**config.mk**
```make
export PLATFORM = sky130hd
export DESIGN_NAME = operand_entry
export DESIGN_NICKNAME = d
export VERILOG_FILES = /design/src/rtl/alu_io_pkg.sv /design/src/rtl/operand_entry_btn_debounce.sv /design/src/rtl/operand_entry.sv
export SDC_FILE = /design/constraint.sdc
export NUM_CORES = 1
export LEC_CHECK = 0
export CORE_MARGIN = 2
export CORE_UTILIZATION = 45
export DETAILED_ROUTE_END_ITERATION = 12
export PLACE_DENSITY_LB_ADDON = 0.05
export SYNTH_ARGS = -nofsm -noshare
export SYNTH_HDL_FRONTEND = slang
export SYNTH_SLANG_ARGS = --single-unit
```
**constraint.sdc**
```tcl
create_clock -name clk -period 4.7 [get_ports clk]
set_input_delay 0.47 -clock clk [delete_from_list [all_inputs] [get_ports clk]]
set_output_delay 0.47 -clock clk [all_outputs]
set_load 0.01 [all_outputs]
```
**src/rtl/alu_io_pkg.sv**
```systemverilog
// Shared types and constants for the ALU operand I/O path.
package alu_io_pkg;

   // Field currently being edited by the operand entry state machine
   typedef enum logic [1:0] {
      SIGN = 2'd0,
      TENS = 2'd1,
      ONES = 2'd2,
      DONE = 2'd3
   } field_e;

   localparam int unsigned OPERAND_W      = 6;
   localparam int unsigned OP_MAX_POS     = 31;
   localparam int unsigned OP_MAX_NEG_MAG = 32;
   localparam int unsigned TENS_MAX       = 3;
   localparam int unsigned ONES_MAX       = 9;

endpackage

```
**src/rtl/operand_entry_btn_debounce.sv**
```systemverilog
// Button conditioner: 2-flop synchronizer, stability filter, one-cycle
// pulse on an accepted rising level.
//   clk, reset : clock, synchronous active-high reset
//   i_raw      : raw asynchronous button level (active-high)
//   o_pulse    : one-cycle pulse when a press has been accepted
module btn_debounce #(
   parameter int unsigned DEBOUNCE_CYCLES = 500000
) (
   input  logic clk,
   input  logic reset,
   input  logic i_raw,
   output logic o_pulse
);

   localparam int unsigned CNT_W = (DEBOUNCE_CYCLES > 1) ? $clog2(DEBOUNCE_CYCLES + 1) : 1;
   localparam logic [CNT_W-1:0] CNT_LAST = CNT_W'(DEBOUNCE_CYCLES - 1);

   logic             r_sync0;
   logic             r_sync1;
   logic             r_stable;
   logic [CNT_W-1:0] r_cnt;
   logic             r_pulse;
   logic             w_accept;

   // Synchronized level has differed from the accepted level long enough
   assign w_accept = (r_sync1 != r_stable) && (r_cnt == CNT_LAST);

   always_ff @(posedge clk) begin
      if (reset) begin
         r_sync0  <= 1'b0;
         r_sync1  <= 1'b0;
         r_stable <= 1'b0;
         r_cnt    <= '0;
         r_pulse  <= 1'b0;
      end else begin
         r_sync0 <= i_raw;
         r_sync1 <= r_sync0;
         // Count only while the input disagrees with the accepted level;
         // any return to agreement restarts the window.
         if (r_sync1 == r_stable || w_accept) begin
            r_cnt <= '0;
         end else begin
            r_cnt <= r_cnt + CNT_W'(1);
         end
         if (w_accept) begin
            r_stable <= r_sync1;
         end
         // Pulse only on an accepted press, never on a release
         r_pulse <= w_accept && r_sync1;
      end
   end

   assign o_pulse = r_pulse;

endmodule

```
**src/rtl/operand_entry.sv**
```systemverilog
// Push-button entry of one signed decimal operand (-32..+31), committed as
// saturated 6-bit two's complement onto the ALU operand bus.
//   clk, reset        : clock, synchronous active-high reset
//   btn_inc           : raw button, increment/toggle current field
//   btn_next          : raw button, advance field or commit
//   btn_clr           : raw button, abort and clear
//   operand, valid    : committed value and its qualifier
//   field             : field being edited (SIGN/TENS/ONES/DONE)
//   neg, tens, ones   : current entry digits for display
module operand_entry
   import alu_io_pkg::*;
#(
   parameter int unsigned DEBOUNCE_CYCLES = 500000
) (
   input  logic                 clk,
   input  logic                 reset,
   input  logic                 btn_inc,
   input  logic                 btn_next,
   input  logic                 btn_clr,
   output logic [OPERAND_W-1:0] operand,
   output logic                 valid,
   output logic [1:0]           field,
   output logic                 neg,
   output logic [3:0]           tens,
   output logic [3:0]           ones
);

   logic w_inc_p;
   logic w_next_p;
   logic w_clr_p;

   btn_debounce #(.DEBOUNCE_CYCLES(DEBOUNCE_CYCLES)) u_db_inc (
      .clk(clk), .reset(reset), .i_raw(btn_inc), .o_pulse(w_inc_p)
   );
   btn_debounce #(.DEBOUNCE_CYCLES(DEBOUNCE_CYCLES)) u_db_next (
      .clk(clk), .reset(reset), .i_raw(btn_next), .o_pulse(w_next_p)
   );
   btn_debounce #(.DEBOUNCE_CYCLES(DEBOUNCE_CYCLES)) u_db_clr (
      .clk(clk), .reset(reset), .i_raw(btn_clr), .o_pulse(w_clr_p)
   );

   field_e               r_field;
   logic                 r_neg;
   logic [3:0]           r_tens;
   logic [3:0]           r_ones;
   logic [OPERAND_W-1:0] r_operand;
   logic                 r_valid;

   logic [OPERAND_W-1:0] w_mag;
   logic [OPERAND_W-1:0] w_pos;
   logic [OPERAND_W-1:0] w_neg_mag;
   logic [OPERAND_W-1:0] w_commit;

   // Commit arithmetic: decimal magnitude, saturated per sign
   assign w_mag     = OPERAND_W'(r_tens) * OPERAND_W'(10) + OPERAND_W'(r_ones);
   assign w_pos     = (w_mag > OPERAND_W'(OP_MAX_POS)) ? OPERAND_W'(OP_MAX_POS) : w_mag;
   assign w_neg_mag = (w_mag > OPERAND_W'(OP_MAX_NEG_MAG)) ? OPERAND_W'(OP_MAX_NEG_MAG) : w_mag;
   // Magnitude 32 negates to 6'b100000; magnitude 0 negates to 0
   assign w_commit  = r_neg ? OPERAND_W'(~w_neg_mag + OPERAND_W'(1)) : w_pos;

   // Field-select FSM; clr beats next beats inc
   always_ff @(posedge clk) begin
      if (reset) begin
         r_field   <= SIGN;
         r_neg     <= 1'b0;
         r_tens    <= 4'd0;
         r_ones    <= 4'd0;
         r_operand <= '0;
         r_valid   <= 1'b0;
      end else if (w_clr_p) begin
         r_field   <= SIGN;
         r_neg     <= 1'b0;
         r_tens    <= 4'd0;
         r_ones    <= 4'd0;
         r_operand <= '0;
         r_valid   <= 1'b0;
      end else if (w_next_p) begin
         case (r_field)
            SIGN: r_field <= TENS;
            TENS: r_field <= ONES;
            ONES: begin
               r_field   <= DONE;
               r_operand <= w_commit;
               r_valid   <= 1'b1;
            end
            // Back to editing; digits and operand kept for re-edit
            DONE: begin
               r_field <= SIGN;
               r_valid <= 1'b0;
            end
            default: r_field <= SIGN;
         endcase
      end else if (w_inc_p) begin
         case (r_field)
            SIGN: r_neg  <= ~r_neg;
            TENS: r_tens <= (r_tens == 4'(TENS_MAX)) ? 4'd0 : r_tens + 4'd1;
            ONES: r_ones <= (r_ones == 4'(ONES_MAX)) ? 4'd0 : r_ones + 4'd1;
            default: ;
         endcase
      end
   end

   assign operand = r_operand;
   assign valid   = r_valid;
   assign field   = r_field;
   assign neg     = r_neg;
   assign tens    = r_tens;
   assign ones    = r_ones;

endmodule
```
==> results by group, run 1 <==
Clock network
  – CTS Root Cell: clkbuf_8
  – Cts hold-fix bufs: 0
  – CTS Buffer Depth: 2
  – Cts bufs inserted: 9
  – Post-CTS sizing: 0
  – CTS tree: yes
  – Clk pin slew, worst setup/hold paths: 0.09 ns
  – Worst skew pair latency: 0.34 ns
  – Post-CTS Repair Setup Buffers: 0
  – Clock Sinks: 87
  – H-tree levels: 3

GRT
  – Largest net degree at the start of global routing: 20
  – Initial antenna violation count: 0
  – Total GRT Usage: 15.82%
  – First-pass GRT wire length: 12,630 microns
  – Vias in the first global route: 2,827
  – Grt total ovfl: 0

Synthesis
  – Post-Synthesis Cells: 442
  – Ys Warns: 0
  – Post-synthesis sequential area ratio: 44.26%
  – Synth Area in XOR/XNOR: 14.15%
  – Asr flop ratio synth: 0%
  – Number of synthesized flops with an enable pin: 0
  – Post-synthesis register bit count: 87
  – Post-synthesis instance area: 0.003935 sq mm
  – Syn nets: 465
  – Post-synthesis compound-gate area fraction: 4.801%
  – Largest family of logic cells by synthesized area: simple AND/OR/NAND/NOR gates
  – Post-synthesis mux area share: 1.017%
  – Avg Cell Area, Syn: 8.903 sq um
  – Synth Flop Type: dfxtp_1
  – Number of library cell types mapped by synthesis: 41
  – Largest area contributor in the netlist: dfxtp_1
  – Synth Area in Adders: 5.914%
  – Simple-gate share of the synthesized area: 27.69%
  – Synth top area share: 44.26%
  – Largest cells by area after synthesis: dfxtp_1 44%, xor2_1 8.9%, nor2_1 7.9%

Power
  – VDD IR-drop max: 0.1833 mV
  – Power per Cell Area: 292.5 mW/mm^2
  – Net Sw Frac: 21.52%
  – Leak: 0.001557 uW
  – Seq pwr share: 57.0%
  – Logic pwr share: 1.3%
  – Power Internal: 1020 uW
  – Clock Power Share: 41.7%
  – Switching power: 279.7 uW

Layout
  – P&R area growth vs syn: 12.94%
  – Most common cell after layout, fill and taps aside: dfxtp_1
  – Most frequent cells in the layout: 87 x dfxtp_1, 83 x nor2_1, 40 x xor2_1
  – Nets@finish: 486
  – Layout cells sized above 1: 4.283%
  – Filler cell count: 853
  – Area of the multi-input gates: 0.002108 sq mm
  – Register area: 0.001742 sq mm
  – # diodes: 0
  – Utilization after layout: 51.72%

Setup path
  – Most used cell, CP: ha_1
  – Critical path's slowest cell: fa_1
  – Crit-path max FO: 7
  – Crit Path Class: reg2reg
  – Crit path cell chain: ha_1 -> fa_1 -> a21o_1 -> a21oi_1 -> nor2_1 -> nand2_1 -> ha_1 -> nand2b_1 -> o21ai_0 -> xnor2_1 -> o41ai_2
  – CP peak stage delay: 0.41 ns
  – Crit path DAT: 2.97 ns
  – Delay-heaviest family, CP: compound AO/OA/AOI/OAI gates
  – Startpoint types: register
  – CP required: 4.95 ns
  – CP Capture Type: register
  – Crit path buf inv count: 0

Die
  – Die Y: 97.51 microns
  – I/O pin total: 23
  – Row count: 34
  – Core Footprint: 0.008593 sq mm
  – Initial cell density of the core: 45.79%
  – Die width: 97.51 microns
  – Die ar.: 0.009508 sq mm

Timing
  – Max_slew headroom: 51.96%
  – Endpoints failing setup: 0
  – Fmax achieved: 367.9 MHz
  – Fin crit period: 2.718 ns
  – Unrepaired setup endpoints after global routing: no
  – Hold Fails Final Rpt: 0
  – Pin slew with the least headroom to its limit: 0.7190 ns
  – Final worst-path cycle share: 57.84%
  – Sum of negative setup slack: 0 ns
  – Max-slew violations: 0
  – Setup Skew: 0.009560 ns

Route
  – Total routed wirelength: 7163 microns
  – DR pass1 iterations: 4
  – DR iter-0 viols: 50
  – DRC: 0
  – Vias per cell: 5.099
  – Via Count: 2,932
  – Wire per inst: 12.46 microns
  – Post-DRT Antenna Nets: 0

Place
  – Detailed Place HPWL: 5010 microns
  – Global placement routability congestion: 0.8487
  – I/O Buffers: 22

Job
  – Max-cap violations: 0

Hold path
  – Hold Path Class: reg2reg

Status
  – Status: complete, no violations
power by group through the flow:
stage | sequential (uW) | clock [uW] | combinational [uW]
6_report | 741 | 542 | 17.0
2_1_floorplan | 758 | 0 | 11.7
3_5_place_dp | 759 | 0 | 17.2
3_3_place_gp | 759 | 0 | 17.3
4_1_cts | 741 | 558 | 17.3
5_1_grt | 742 | 589 | 19.2
layer usage:
metal	vias up	share of wire (%)	global-route usage, %
met5	-	0	0
met4	0	1.5	6.197
met3	10	2.8	3.309
met2	42	43	24.19
met1	1336	52	21.94
li1	1544	-	-
synth_stat cells, types with 7 or more instances:
library cell	number
dfxtp_1	87
xnor2_1	21
nor3_1	14
nor2b_1	9
nand3_1	25
xor2_1	40
a21oi_1	12
nand2_1	32
o21ai_0	8
inv_1	9
nand4_1	13
clkbuf_1	7
nor2_1	83
ha_1	17
and3_1	8
worst reg2reg max path: cells and delay by family, from the launching register on:
kind	cells	cell delay [ns]
DFF	1	0.39
adders and majority gates	3	0.87
xor gates and xnor gates	1	0.12
AOI/OAI and AO/OA	4	0.97
and+or+nand+nor	3	0.30
logic make-up (layout without fill, tap and decap cells):
group           after synthesis  after routing
fa+ha+maj                    18             18
compound gates               30             30
simple gates                220            220
mux                           4              4
flops                        87             87
xor+xnor                     62             62
buf+inv                      21             46
per-stage QoR:
stage,worst slack (ns),area (sq um),hold WS (ns),instances,total power [uW]
after global placement,2.106,4239,0.4265,560,776.0
after floorplan,2.212,3935,0.4138,442,770.1
after CTS,1.973,4444,0.4430,575,1317
after global routing,1.694,4444,0.4625,575,1350
after detailed placement,2.005,4239,0.4227,560,776.0
final,1.982,4444,0.4403,575,1300
cell type report:
cell class / count / share of cell area (%)
Multi-Input combinational cell: 334 / 47.44
Timing Repair Buffer: 22 / 4.955
Sequential cell: 87 / 39.19
Clock inverter: 4 / 1.211
Tap cell: 108 / 3.041
Inverter: 9 / 0.7601
Clock buffer: 11 / 3.407
worst paths after layout:
check	slack, ns	start	to	cells past startpoint
max	1.98	tens[0]$_SDFFE_PP0P_	operand[4]$_SDFFE_PP0P_	11
min	0.44	u_db_next.r_sync0$_SDFF_PP0_	u_db_next.r_sync1$_SDFF_PP0_	1
max reg2reg	1.98	tens[0]$_SDFFE_PP0P_	operand[4]$_SDFFE_PP0P_	11
min reg2reg	0.44	u_db_next.r_sync0$_SDFF_PP0_	u_db_next.r_sync1$_SDFF_PP0_	1
state kept, by name, indices dropped and copies added (netlist names), 2 cells and up:
| name | flops |
|---|---|
| u_db_clr.r_cnt | 19 |
| u_db_inc.r_cnt | 19 |
| u_db_next.r_cnt | 19 |
| operand | 6 |
| ones | 4 |
| tens | 4 |
| field | 2 |
Power figures use the tool's default switching activity.
==> run 2: changes to the inputs <==
Clock period 4.7 ns to 2.7 ns, I/O delays scaled along.
==> run 2 against run 1 <==
  * Count of clock-buffer cells in the layout decreased by 1
  * Utilization grew 0.33 points
  * Non-clock buffer count rose by 3
  * Critical path type unchanged
==> results by group, run 2 (synthesis gave the netlist of run 1 again) <==
Setup path
  – Startpoint types: register
  – Crit path DAT: 2.80 ns
  – Crit Path Class: reg2reg
  – CP required: 2.96 ns
  – Internal reg-to-reg setup slack: 0.15 ns
  – CP Capture Type: register
  – Crit-path max FO: 5

Power
  – Net Sw Frac: 21.99%
  – Power per Cell Area: 503.7 mW/mm^2
  – Seq pwr share: 57.3%
  – Leak: 0.001584 uW
  – Power Internal: 1758 uW
  – Switching power: 495.3 uW
  – Logic pwr share: 1.3%
  – Clock Power Share: 41.4%
  – Total power: 2253 uW
  – VDD IR-drop max: 0.2563 mV

Timing
  – Pin slew with the least headroom to its limit: 0.7658 ns
  – Sum of negative setup slack: 0 ns
  – Max-slew violations: 0
  – Setup Skew: 0.01328 ns
  – Endpoints failing setup: 0
  – Max_slew headroom: 48.84%
  – Fmax achieved: 392.6 MHz
  – Hold Fails Final Rpt: 0
  – Fin crit period: 2.547 ns
  – Final worst-path cycle share: 94.34%

GRT
  – Grt total ovfl: 0
  – Vias in the first global route: 2,745
  – Total GRT Usage: 15.66%
  – First-pass GRT wire length: 12,520 microns
  – Largest net degree at the start of global routing: 20
  – Initial antenna violation count: 0

Clock network
  – CTS Buffer Depth: 2
  – Clock Sinks: 87
  – Cts bufs inserted: 9
  – CTS Root Cell: clkbuf_8
  – Worst skew pair latency: 0.35 ns
  – CTS tree: yes
  – Post-CTS Repair Setup Buffers: 0
  – Post-CTS sizing: 0
  – Clk pin slew, worst setup/hold paths: 0.09 ns
  – Cts hold-fix bufs: 0
  – H-tree levels: 3

Place
  – I/O Buffers: 22
  – Placed inst area: 0.004262 sq mm
  – Global placement routability congestion: 0.7914
  – Detailed Place HPWL: 5041 microns
  – Inst Count DP: 563

Route
  – DR iter-0 viols: 81
  – Via Count: 2,942
  – DRC: 0
  – Total routed wirelength: 7133 microns
  – DR pass1 iterations: 4
  – Vias per cell: 5.081
  – Post-DRT Antenna Nets: 0
  – Wire per inst: 12.32 microns

Die
  – Row count: 34
  – Die Y: 97.51 microns
  – Die width: 97.51 microns
  – Initial cell density of the core: 45.79%
  – Core Footprint: 0.008593 sq mm
  – Die ar.: 0.009508 sq mm
  – I/O pin total: 23

Layout
  – P&R area growth vs syn: 13.67%
  – Nets@finish: 489
  – Final non-filler cell total: 579
  – # diodes: 0
  – Layout cells sized above 1: 5.732%
  – Most frequent cells in the layout: 86 x dfxtp_1, 82 x nor2_1, 40 x xor2_1
  – Top flop regs: u_db_clr.r_cnt x19, u_db_inc.r_cnt x19, u_db_next.r_cnt x19
  – Final instance area: 0.004473 sq mm
  – Most common cell after layout, fill and taps aside: dfxtp_1

Hold path
  – Hold Path Class: reg2reg

Job
  – Max-cap violations: 0

Status
  – Status: complete, no violations
## run 2: cell count changes in the layout (fill, tap and decap cells not counted), sizes merged
cell,change
buf,+3
clkinv,+3
clkinvlp,-2
clkbuf,-1
inv,+1
## run 2: path summary, 6_finish.rpt
check                                                 start                           to  cells after the start
worst max-delay path                   tens[0]$_SDFFE_PP0P_      operand[4]$_SDFFE_PP0P_                     11
worst min-delay path            u_db_clr.r_sync0$_SDFF_PP0_  u_db_clr.r_sync1$_SDFF_PP0_                      1
worst max register to register         tens[0]$_SDFFE_PP0P_      operand[4]$_SDFFE_PP0P_                     11
worst min register to register  u_db_clr.r_sync0$_SDFF_PP0_  u_db_clr.r_sync1$_SDFF_PP0_                      1
## run 2: routing by layer
| metal | GRT usage (%) | share of wire [%] |
|---|---|---|
| met1 | 21.42 | 52 |
| met2 | 24.72 | 44 |
| met5 | 0 | 0 |
| met4 | 5.449 | 1.0 |
| met3 | 3.094 | 2.8 |
## run 2: area by class of cell
type	count	area [sq um]
fill	823	4120
clock buffer	10	137.6
sequential	87	1743
tap	108	135.1
clock inverter	6	66.31
multi-input combinational	334	2115
timing repair buffer	25	242.7
inverter	9	33.78
## run 2: through the flow
stage / util [%] / hold WS (ns) / setup slack (ns)
after floorplan: - / 0.3982 / 0.2115
after global placement: 49.59 / 0.4263 / 0.1629
after detailed placement: 49.59 / 0.4227 / 0.05907
after CTS: 51.97 / 0.4423 / 0.05249
after global routing: 52.05 / 0.4572 / -0.001901
final: 52.05 / 0.4419 / 0.1528
## run 2: critical path, stage by stage, from the launching register on
cell      delay, ns
dfxtp_1        0.34
ha_1           0.23
fa_1           0.42
a21o_1         0.22
a21oi_2        0.23
nor2_2         0.08
nand2_1        0.10
ha_1           0.21
nand2b_1       0.07
o21ai_0        0.19
xnor2_1        0.11
o41ai_2        0.27
## run 2: power by group through the flow
stage | clock network (uW) | logic (uW) | registers (uW)
5_1_grt | 1020 | 33.7 | 1290
3_5_place_dp | 0 | 30.1 | 1320
6_report | 933 | 29.6 | 1290
4_1_cts | 962 | 30.3 | 1290
2_1_floorplan | 0 | 20.5 | 1320
3_3_place_gp | 0 | 29.9 | 1320
